## config.mk

```make
export PLATFORM = sky130hd
export DESIGN_NAME = cdb_arbiter
export DESIGN_NICKNAME = d
export VERILOG_FILES = /design/src/rtl/params.sv /design/src/rtl/cdb_arbiter_pkg.sv /design/src/rtl/rv32i_types.sv /design/src/rtl/cdb_rr_pick.sv /design/src/rtl/cdb_arbiter.sv
export SDC_FILE = /design/constraint.sdc
export NUM_CORES = 1
export LEC_CHECK = 0
export BUFFER_PORTS_ARGS = -buffer_cell sky130_fd_sc_hd__buf_2
export CORE_MARGIN = 8
export CORE_UTILIZATION = 45
export CTS_BUF_LIST = sky130_fd_sc_hd__clkbuf_2 sky130_fd_sc_hd__clkbuf_4 sky130_fd_sc_hd__clkbuf_8
export DETAILED_ROUTE_END_ITERATION = 8
export GPL_ROUTABILITY_DRIVEN = 0
export HOLD_SLACK_MARGIN = 0.15
export PLACE_DENSITY = 0.76
export SYNTH_ARGS = -nofsm -noshare
export SYNTH_HDL_FRONTEND = slang
export SYNTH_SLANG_ARGS = --single-unit
```

## constraint.sdc

```tcl
create_clock -name clk -period 3.3 [get_ports clk]
set_clock_uncertainty 0.1 [all_clocks]
set_input_delay 0 -clock clk [delete_from_list [all_inputs] [get_ports clk]]
set_output_delay 0 -clock clk [all_outputs]
set_load 0.03 [all_outputs]
```

## src/rtl/params.sv

```systemverilog
// Project-wide sizing constants shared by the out-of-order core.
// No ports; imported by the type package and the CDB logic.
package params;

  localparam int unsigned CONTROL_Q_DEPTH  = 4;
  localparam int unsigned ROB_DEPTH        = 32;
  localparam int unsigned ROB_IDX_BITS     = $clog2(ROB_DEPTH);
  localparam int unsigned PHYS_REG_NUM     = 64;
  localparam int unsigned PHYS_REG_BITS    = $clog2(PHYS_REG_NUM);

  // CDB requesters: 0 alu, 1 mul, 2 br, 3 load
  localparam int unsigned CDB_REQ_NUM      = 4;
  localparam int unsigned CDB_REQ_IDX_BITS = $clog2(CDB_REQ_NUM);

endpackage

```

## src/rtl/cdb_arbiter_pkg.sv

```systemverilog
// Helpers for the CDB arbiter: control-bit-map hit test and resolve clear.
// No ports.
package cdb_arbiter_pkg;

  import params::*;

  typedef logic [CONTROL_Q_DEPTH-1:0] ctrl_map_t;

  // True when an entry depends on the resolved control instruction.
  function automatic logic ctrl_hit(ctrl_map_t map, ctrl_map_t resolve_bit);
    return |(map & resolve_bit);
  endfunction

  // Drops the resolved dependency when a branch resolves correctly.
  function automatic ctrl_map_t ctrl_clear(ctrl_map_t map, ctrl_map_t resolve_bit,
                                           logic en);
    return en ? (map & ~resolve_bit) : map;
  endfunction

endpackage

```

## src/rtl/rv32i_types.sv

```systemverilog
// Shared datapath types for the out-of-order core.
// No ports; cdb_entry_t is the common data bus payload.
package rv32i_types;

  import params::*;

  typedef struct packed {
    logic                       valid;
    logic [ROB_IDX_BITS-1:0]    rob_idx;
    logic [4:0]                 arch_d_reg;
    logic [PHYS_REG_BITS-1:0]   phys_d_reg;
    logic [31:0]                rd_v;
    // One bit per unresolved control instruction this result depends on
    logic [CONTROL_Q_DEPTH-1:0] control_bit_map;
  } cdb_entry_t;

endpackage

```

## src/rtl/cdb_rr_pick.sv

```systemverilog
// Round-robin picker: first eligible index at or after rr_ptr, wrapping.
// Ports:
//   eligible_i    - requesters that may be granted this cycle
//   rr_ptr_i      - highest-priority index this cycle
//   grant_o       - one-hot grant
//   grant_valid_o - any grant issued
//   winner_o      - binary index of the granted requester
module cdb_rr_pick
  import params::*;
#(
  parameter int unsigned N     = CDB_REQ_NUM,
  parameter int unsigned IDX_W = CDB_REQ_IDX_BITS
) (
  input  logic [N-1:0]     eligible_i,
  input  logic [IDX_W-1:0] rr_ptr_i,
  output logic [N-1:0]     grant_o,
  output logic             grant_valid_o,
  output logic [IDX_W-1:0] winner_o
);

  always_comb begin
    grant_o       = '0;
    grant_valid_o = 1'b0;
    winner_o      = '0;
    for (int unsigned k = 0; k < N; k++) begin
      int unsigned      idx;
      logic [IDX_W-1:0] idx_l;
      idx = 32'(rr_ptr_i) + k;
      if (idx >= N) idx = idx - N;
      idx_l = IDX_W'(idx);
      if (!grant_valid_o && eligible_i[idx_l]) begin
        grant_o[idx_l] = 1'b1;
        grant_valid_o  = 1'b1;
        winner_o       = idx_l;
      end
    end
  end

endmodule

```

## src/rtl/cdb_arbiter.sv

```systemverilog
// Common data bus arbiter: one registered slot per functional unit, a
// round-robin grant of one slot per cycle onto the CDB, and squash/clear of
// buffered results on branch resolution and pipeline flush.
// Ports:
//   clk, rst_n            - clock, async active-low reset
//   req_valid/req_entry   - per-requester result handoff
//   req_ready             - slot empty or being broadcast this cycle
//   cdb                   - broadcast to ROB, RS, RAT and PRF
//   flush                 - kill everything buffered and incoming
//   br_resolve_*          - control instruction resolution (one-hot bit)
module cdb_arbiter
  import params::*;
  import rv32i_types::*;
  import cdb_arbiter_pkg::*;
#(
  parameter int unsigned NUM_REQ = CDB_REQ_NUM
) (
  input  logic                       clk,
  input  logic                       rst_n,
  input  logic [NUM_REQ-1:0]         req_valid,
  input  cdb_entry_t                 req_entry [NUM_REQ],
  output logic [NUM_REQ-1:0]         req_ready,
  output cdb_entry_t                 cdb,
  input  logic                       flush,
  input  logic                       br_resolve_valid,
  input  logic                       br_resolve_mispredict,
  input  logic [CONTROL_Q_DEPTH-1:0] br_resolve_bit
);

  localparam int unsigned IDX_W = (NUM_REQ > 1) ? $clog2(NUM_REQ) : 1;

  logic [NUM_REQ-1:0] slot_valid_q, slot_valid_d;
  cdb_entry_t         slot_q [NUM_REQ];
  cdb_entry_t         slot_d [NUM_REQ];
  logic [IDX_W-1:0]   rr_ptr_q, rr_ptr_d;

  logic               mp_kill;
  logic               resolve_ok;
  logic [NUM_REQ-1:0] slot_kill;
  logic [NUM_REQ-1:0] in_kill;
  logic [NUM_REQ-1:0] eligible;
  logic [NUM_REQ-1:0] grant;
  logic               grant_valid;
  logic [IDX_W-1:0]   winner;

  // Flush wins over resolve, so a correct-resolve clear is irrelevant then.
  assign mp_kill    = br_resolve_valid & br_resolve_mispredict;
  assign resolve_ok = br_resolve_valid & ~br_resolve_mispredict & ~flush;

  always_comb begin
    slot_kill = '0;
    in_kill   = '0;
    for (int unsigned i = 0; i < NUM_REQ; i++) begin
      slot_kill[i] = flush | (mp_kill & ctrl_hit(slot_q[i].control_bit_map, br_resolve_bit));
      in_kill[i]   = flush | (mp_kill & ctrl_hit(req_entry[i].control_bit_map, br_resolve_bit));
    end
  end

  // A killed slot never reaches the bus, even if it would have won.
  assign eligible = slot_valid_q & ~slot_kill;

  cdb_rr_pick #(
    .N     (NUM_REQ),
    .IDX_W (IDX_W)
  ) u_pick (
    .eligible_i    (eligible),
    .rr_ptr_i      (rr_ptr_q),
    .grant_o       (grant),
    .grant_valid_o (grant_valid),
    .winner_o      (winner)
  );

  // Ready ignores kills so producers see a stable handshake.
  assign req_ready = ~slot_valid_q | grant;

  always_comb begin
    slot_valid_d = slot_valid_q;
    for (int unsigned i = 0; i < NUM_REQ; i++) begin
      slot_d[i] = slot_q[i];
      slot_d[i].control_bit_map = ctrl_clear(slot_q[i].control_bit_map, br_resolve_bit,
                                             resolve_ok);
      if (req_valid[i] && req_ready[i]) begin
        slot_d[i] = req_entry[i];
        slot_d[i].control_bit_map = ctrl_clear(req_entry[i].control_bit_map,
                                               br_resolve_bit, resolve_ok);
        slot_valid_d[i] = ~in_kill[i];
      end else if (grant[i] || slot_kill[i]) begin
        slot_valid_d[i] = 1'b0;
      end
    end
  end

  always_comb begin
    rr_ptr_d = rr_ptr_q;
    if (grant_valid) begin
      rr_ptr_d = (winner == IDX_W'(NUM_REQ - 1)) ? '0 : winner + IDX_W'(1);
    end
  end

  // The bus already carries the post-resolve dependency map.
  always_comb begin
    cdb = slot_q[winner];
    cdb.control_bit_map = ctrl_clear(slot_q[winner].control_bit_map, br_resolve_bit,
                                     resolve_ok);
    cdb.valid = grant_valid;
  end

  always_ff @(posedge clk or negedge rst_n) begin
    if (!rst_n) begin
      slot_valid_q <= '0;
      rr_ptr_q     <= '0;
      for (int unsigned i = 0; i < NUM_REQ; i++) begin
        slot_q[i] <= '0;
      end
    end else begin
      slot_valid_q <= slot_valid_d;
      rr_ptr_q     <= rr_ptr_d;
      for (int unsigned i = 0; i < NUM_REQ; i++) begin
        slot_q[i] <= slot_d[i];
      end
    end
  end

endmodule
```

==> results of run 1 <==
==> metrics by stage <==
step	util [%]	cells	setup TNS (ns)	setup slack, ns
3_3_place_gp	53.8	1291	0	0.114
2_1_floorplan	-	703	-0.265	-0.0663
3_5_place_dp	53.8	1291	0	0.0319
==> cell families after synthesis <==
logic type | Yosys count | synth area share [%]
buffers and inverters | 53 | 3.14
and+or+nand+nor | 88 | 4.46
adders and majority gates | 4 | 0.475
DFF | 214 | 50.8
AOI/OAI and AO/OA | 80 | 6.19
muxes | 264 | 34.9
==> reports/results.tsv, run 1 <==
metric	value	unit
# IOs	282	
I/O Buffers	277	
Post-DP Area	12500	µm²
clk sinks	214	
CTS Buf Count	38	
largest area contributor in the netlist	dfrtp_1	
Syn Std Cell Area	10500	µm²
synth top area cells	dfrtp_1 51%, mux2_2 11%, mux4_2 11%	
Starting Density	45.3	%
yosys warns	0	
#FFs+latches synth	214	
Mean Syn Cell Area	15.0	µm²
Die Width	169	µm
post-synth net total	932	
asr flop ratio synth	100	%
DP Wirelength	21000	µm
Seq/Total Area, Yosys	50.8	%
top cell type's share of synthesized area	50.8	%
Stopped at	clock tree synthesis	
top cells by count, synth	214 x dfrtp_1, 102 x mux2_2, 50 x mux4_2	
Yosys cell types	60	
post-synthesis cell count	703	
CTS Hold Buffers Added	274	
setup bufs post-CTS	6	
Clock Tree Root	clkbuf_8	
CTS H-tree depth	2	
Max clock buf depth	3	
Resized Gates After CTS	120	
placement row count	56	
Main synth FF type	dfrtp_1	
Post-synth EDFFs	0	
Die Y	169	µm
status	aborted with a tool error	
stop err	[ERROR RSZ-0060] Max buffer count reached.	
count leader, synth	dfrtp_1	
==> inputs of run 2 (changes only) <==
Settings changed: CORE_UTILIZATION 45 to 30, CTS_BUF_LIST sky130_fd_sc_hd__clkbuf_2 sky130_fd_sc_hd__clkbuf_4 sky130_fd_sc_hd__clkbuf_8 to default, HOLD_SLACK_MARGIN 0.15 to default, PLACE_DENSITY 0.76 to default, PLACE_DENSITY_LB_ADDON from default to 0.15.
Clock period 3.3 ns to 4.3 ns, I/O delays scaled along.
==> reports/results.tsv, run 2 <==
metric	value	unit
Reg2Reg Depth	11	
count leader, synth	dfrtp_1	
status	finished with violations	
post-synth net total	932	
Clock Tree Root	clkbuf_16	
worst r2r src	rr_ptr_q[1]	
Worst path max stage delay	0.51	ns
GRT Total Usage	16.1	%
Starting Density	30.5	%
CTS clk-pin slew, worst paths	0.06	ns
Area Growth Syn to Fin	48.8	%
CP top delay family	compound AO/OA/AOI/OAI gates	
placement row count	68	
FILL cells	3185	
clock tree from TritonCTS	built	
number of flip-flops in the largest register	208	
Lkg Pwr	6.99	nW
clock latency at the later pin of the worst-skew pair	0.52	ns
yosys warns	0	
VDD IR-drop max	0.449	mV
Flop pwr share	27.6	%
pin count of the biggest net entering global routing	114	
area of the multi-input gates	4890	µm²
post-synthesis cell count	703	
fmax	239	MHz
fraction of layout cells with a size suffix above 1	44.7	%
Seq/Total Area, Yosys	50.8	%
vias in the first global route	9138	
Post-DRT Antenna Nets	0	
CTS Buf Count	25	
core area	34500	µm²
r2r endpoint	slot_q[54]	
minimum clock period	4.18	ns
DRC viols	0	
initial antenna violation count	1	
Net Sw Frac	40.1	%
flop2flop setup slack	0.38	ns
Die Width	203	µm
WP data arrival	4.08	ns
nets	1445	
largest area contributor in the netlist	dfrtp_1	
final slew viol count	0	
Max-cap violations	0	
biggest regs	slot_q (208), slot_valid_q (4), rr_ptr_q (2)	
Via-to-Cell Ratio	4.76	
I/O Buffers	277	
P_int	0.00653	W
Syn Std Cell Area	10500	µm²
top cell type's share of synthesized area	50.8	%
crit-path cells	clkinvlp_4, ha_4, a2111oi_0, o211a_1, or2_2, a2111o_1, and2_2, buf_12, a211oi_1, buf_2	
Iteration-0 DRC Markers	348	
CP required	4.20	ns
CP Buf/Inv Count	3	
Crit-path slowest cell	dfrtp_1	
worst setup path class	reg2out	
Die ar.	41400	µm²
PwrDens	695	nW/µm²
failing checks	hold timing	
crit path launch type	flip-flop	
Yosys cell types	60	
Die Y	203	µm
via count	8043	
# IOs	282	
GRT overflow	0	
asr flop ratio synth	100	%
Routed Wire Length	33500	µm
Clk pwr share	19.1	%
Tcrit/Tclk final	97.1	%
Finished Core Util	45.4	%
Max clock buf depth	3	
CTS H-tree depth	1	
crit-path max FO	22	
Comb pwr share	53.2	%
first-pass GRT wire length	53700	µm
DP Wirelength	21700	µm
Worst Max-Slew Pin Slew	0.912	ns
Net Switching	0.00437	W
most common cell after layout, fill and taps aside	buf_2	
most frequent cells in the layout	276 x buf_2, 238 x dlygate4sd3_1, 214 x dfrtp_1	
Largest Register	slot_q	
wire length per cell	19.8	µm
clk sinks	214	
#FFs+latches synth	214	
top cells by count, synth	214 x dfrtp_1, 102 x mux2_2, 50 x mux4_2	
Hold Slack	-0.0175	ns
final hold vios	4	
DR pass1 iterations	5	
Post-synth EDFFs	0	
Slew headroom	38.9	%
Main synth FF type	dfrtp_1	
synth top area cells	dfrtp_1 51%, mux2_2 11%, mux4_2 11%	
unrepaired setup endpoints after global routing	false	
nature of the critical path endpoint	output pin	
area occupied by registers	5360	µm²
path type of the worst min-delay path	in2async	
Mean Syn Cell Area	15.0	µm²
total negative slack	0	ns
final setup violation count	0	
-- run 2: cell counts after synthesis --
Identical to the previous run, type by type.
-- run 2: metrics by stage --
stage	worst slack, ns	total power [W]	cell area (µm²)	cells	hold WS (ns)
floorplan	0.671	0.00701	10500	703	-0.396
global placement	0.452	0.00862	12500	1406	0.0253
detailed placement	0.510	0.00864	12500	1406	0.0133
CTS	0.0928	0.0110	15700	1689	0.0414
global route	0.0144	0.0115	15700	1690	0.0864
finish	0.124	0.0109	15700	1690	-0.0175
-- run 2: routing by layer --
metal	wire, µm	track usage [%]
met1	15300	22.3
met2	15500	25.9
met3	2290	3.84
met4	439	2.54
met5	0	0
-- run 2: cell families (layout without fill, tap and decap cells) --
| group | Yosys count | after routing | share of synthesized area, % |
|---|---|---|---|
| buffers and inverters | 53 | 584 | 3.14 |
| AND/OR/NAND/NOR | 88 | 88 | 4.46 |
| flip-flops | 214 | 214 | 50.8 |
| multiplexers | 264 | 264 | 34.9 |
| other | 0 | 1 | 0 |
| adder cells (fa/ha/maj) | 4 | 4 | 0.475 |
| AO/OA/AOI/OAI | 80 | 80 | 6.19 |
-- run 2: power by group through the flow --
| stage | Clock (W) | Sequential (W) | Combinational (W) |
|---|---|---|---|
| after global routing | 0.00225 | 0.00309 | 0.00618 |
| after global placement | 0 | 0.00302 | 0.00560 |
| after CTS | 0.00216 | 0.00300 | 0.00589 |
| final | 0.00209 | 0.00301 | 0.00580 |
| after floorplan | 0 | 0.00292 | 0.00410 |
| after detailed placement | 0 | 0.00303 | 0.00560 |
-- run 2: worst max-delay path by stage --
stage / start / endpoint / depth (start not counted)
2_1_floorplan: rr_ptr_q[0] / cdb[0] / 12
3_3_place_gp: rr_ptr_q[1] / cdb[2] / 10
3_5_place_dp: rr_ptr_q[1] / cdb[2] / 10
4_1_cts: rr_ptr_q[1] / cdb[2] / 10
5_1_grt: rr_ptr_q[1] / cdb[2] / 10
6_report: rr_ptr_q[1] / cdb[2] / 10
-- run 2: final cells by class --
type,count,share of cell area [%]
Sequential cell,214,34.1
Multi-Input combinational cell,436,31.2
Timing Repair Buffer,532,25.7
Clock buffer,34,4.58
Tap cell,455,3.63
Clock inverter,11,0.566
Inverter,7,0.191
Antenna cell,1,0.0159
-- run 2: worst reg2reg max path: stages (launching register included) --
cell and delay, ns:
dfrtp_1 0.51, clkinvlp_4 0.29, ha_4 0.33, a2111o_1 0.41, a211oi_2 0.26, buf_4 0.17, o21ai_1 0.14, a41oi_4 0.28
buf_12 0.32, mux2i_1 0.39, nor2_1 0.05, dlygate4sd3_1 0.57
-- run 2: repair_timing --
item	in CTS	in global routing
hold endpoints to repair	313	0
gates resized for setup	2	1
setup buffers	0	0
hold buffers	238	0
endpoints found under the setup margin	48	18
Note: power is estimated with default switching activity, not from simulation.
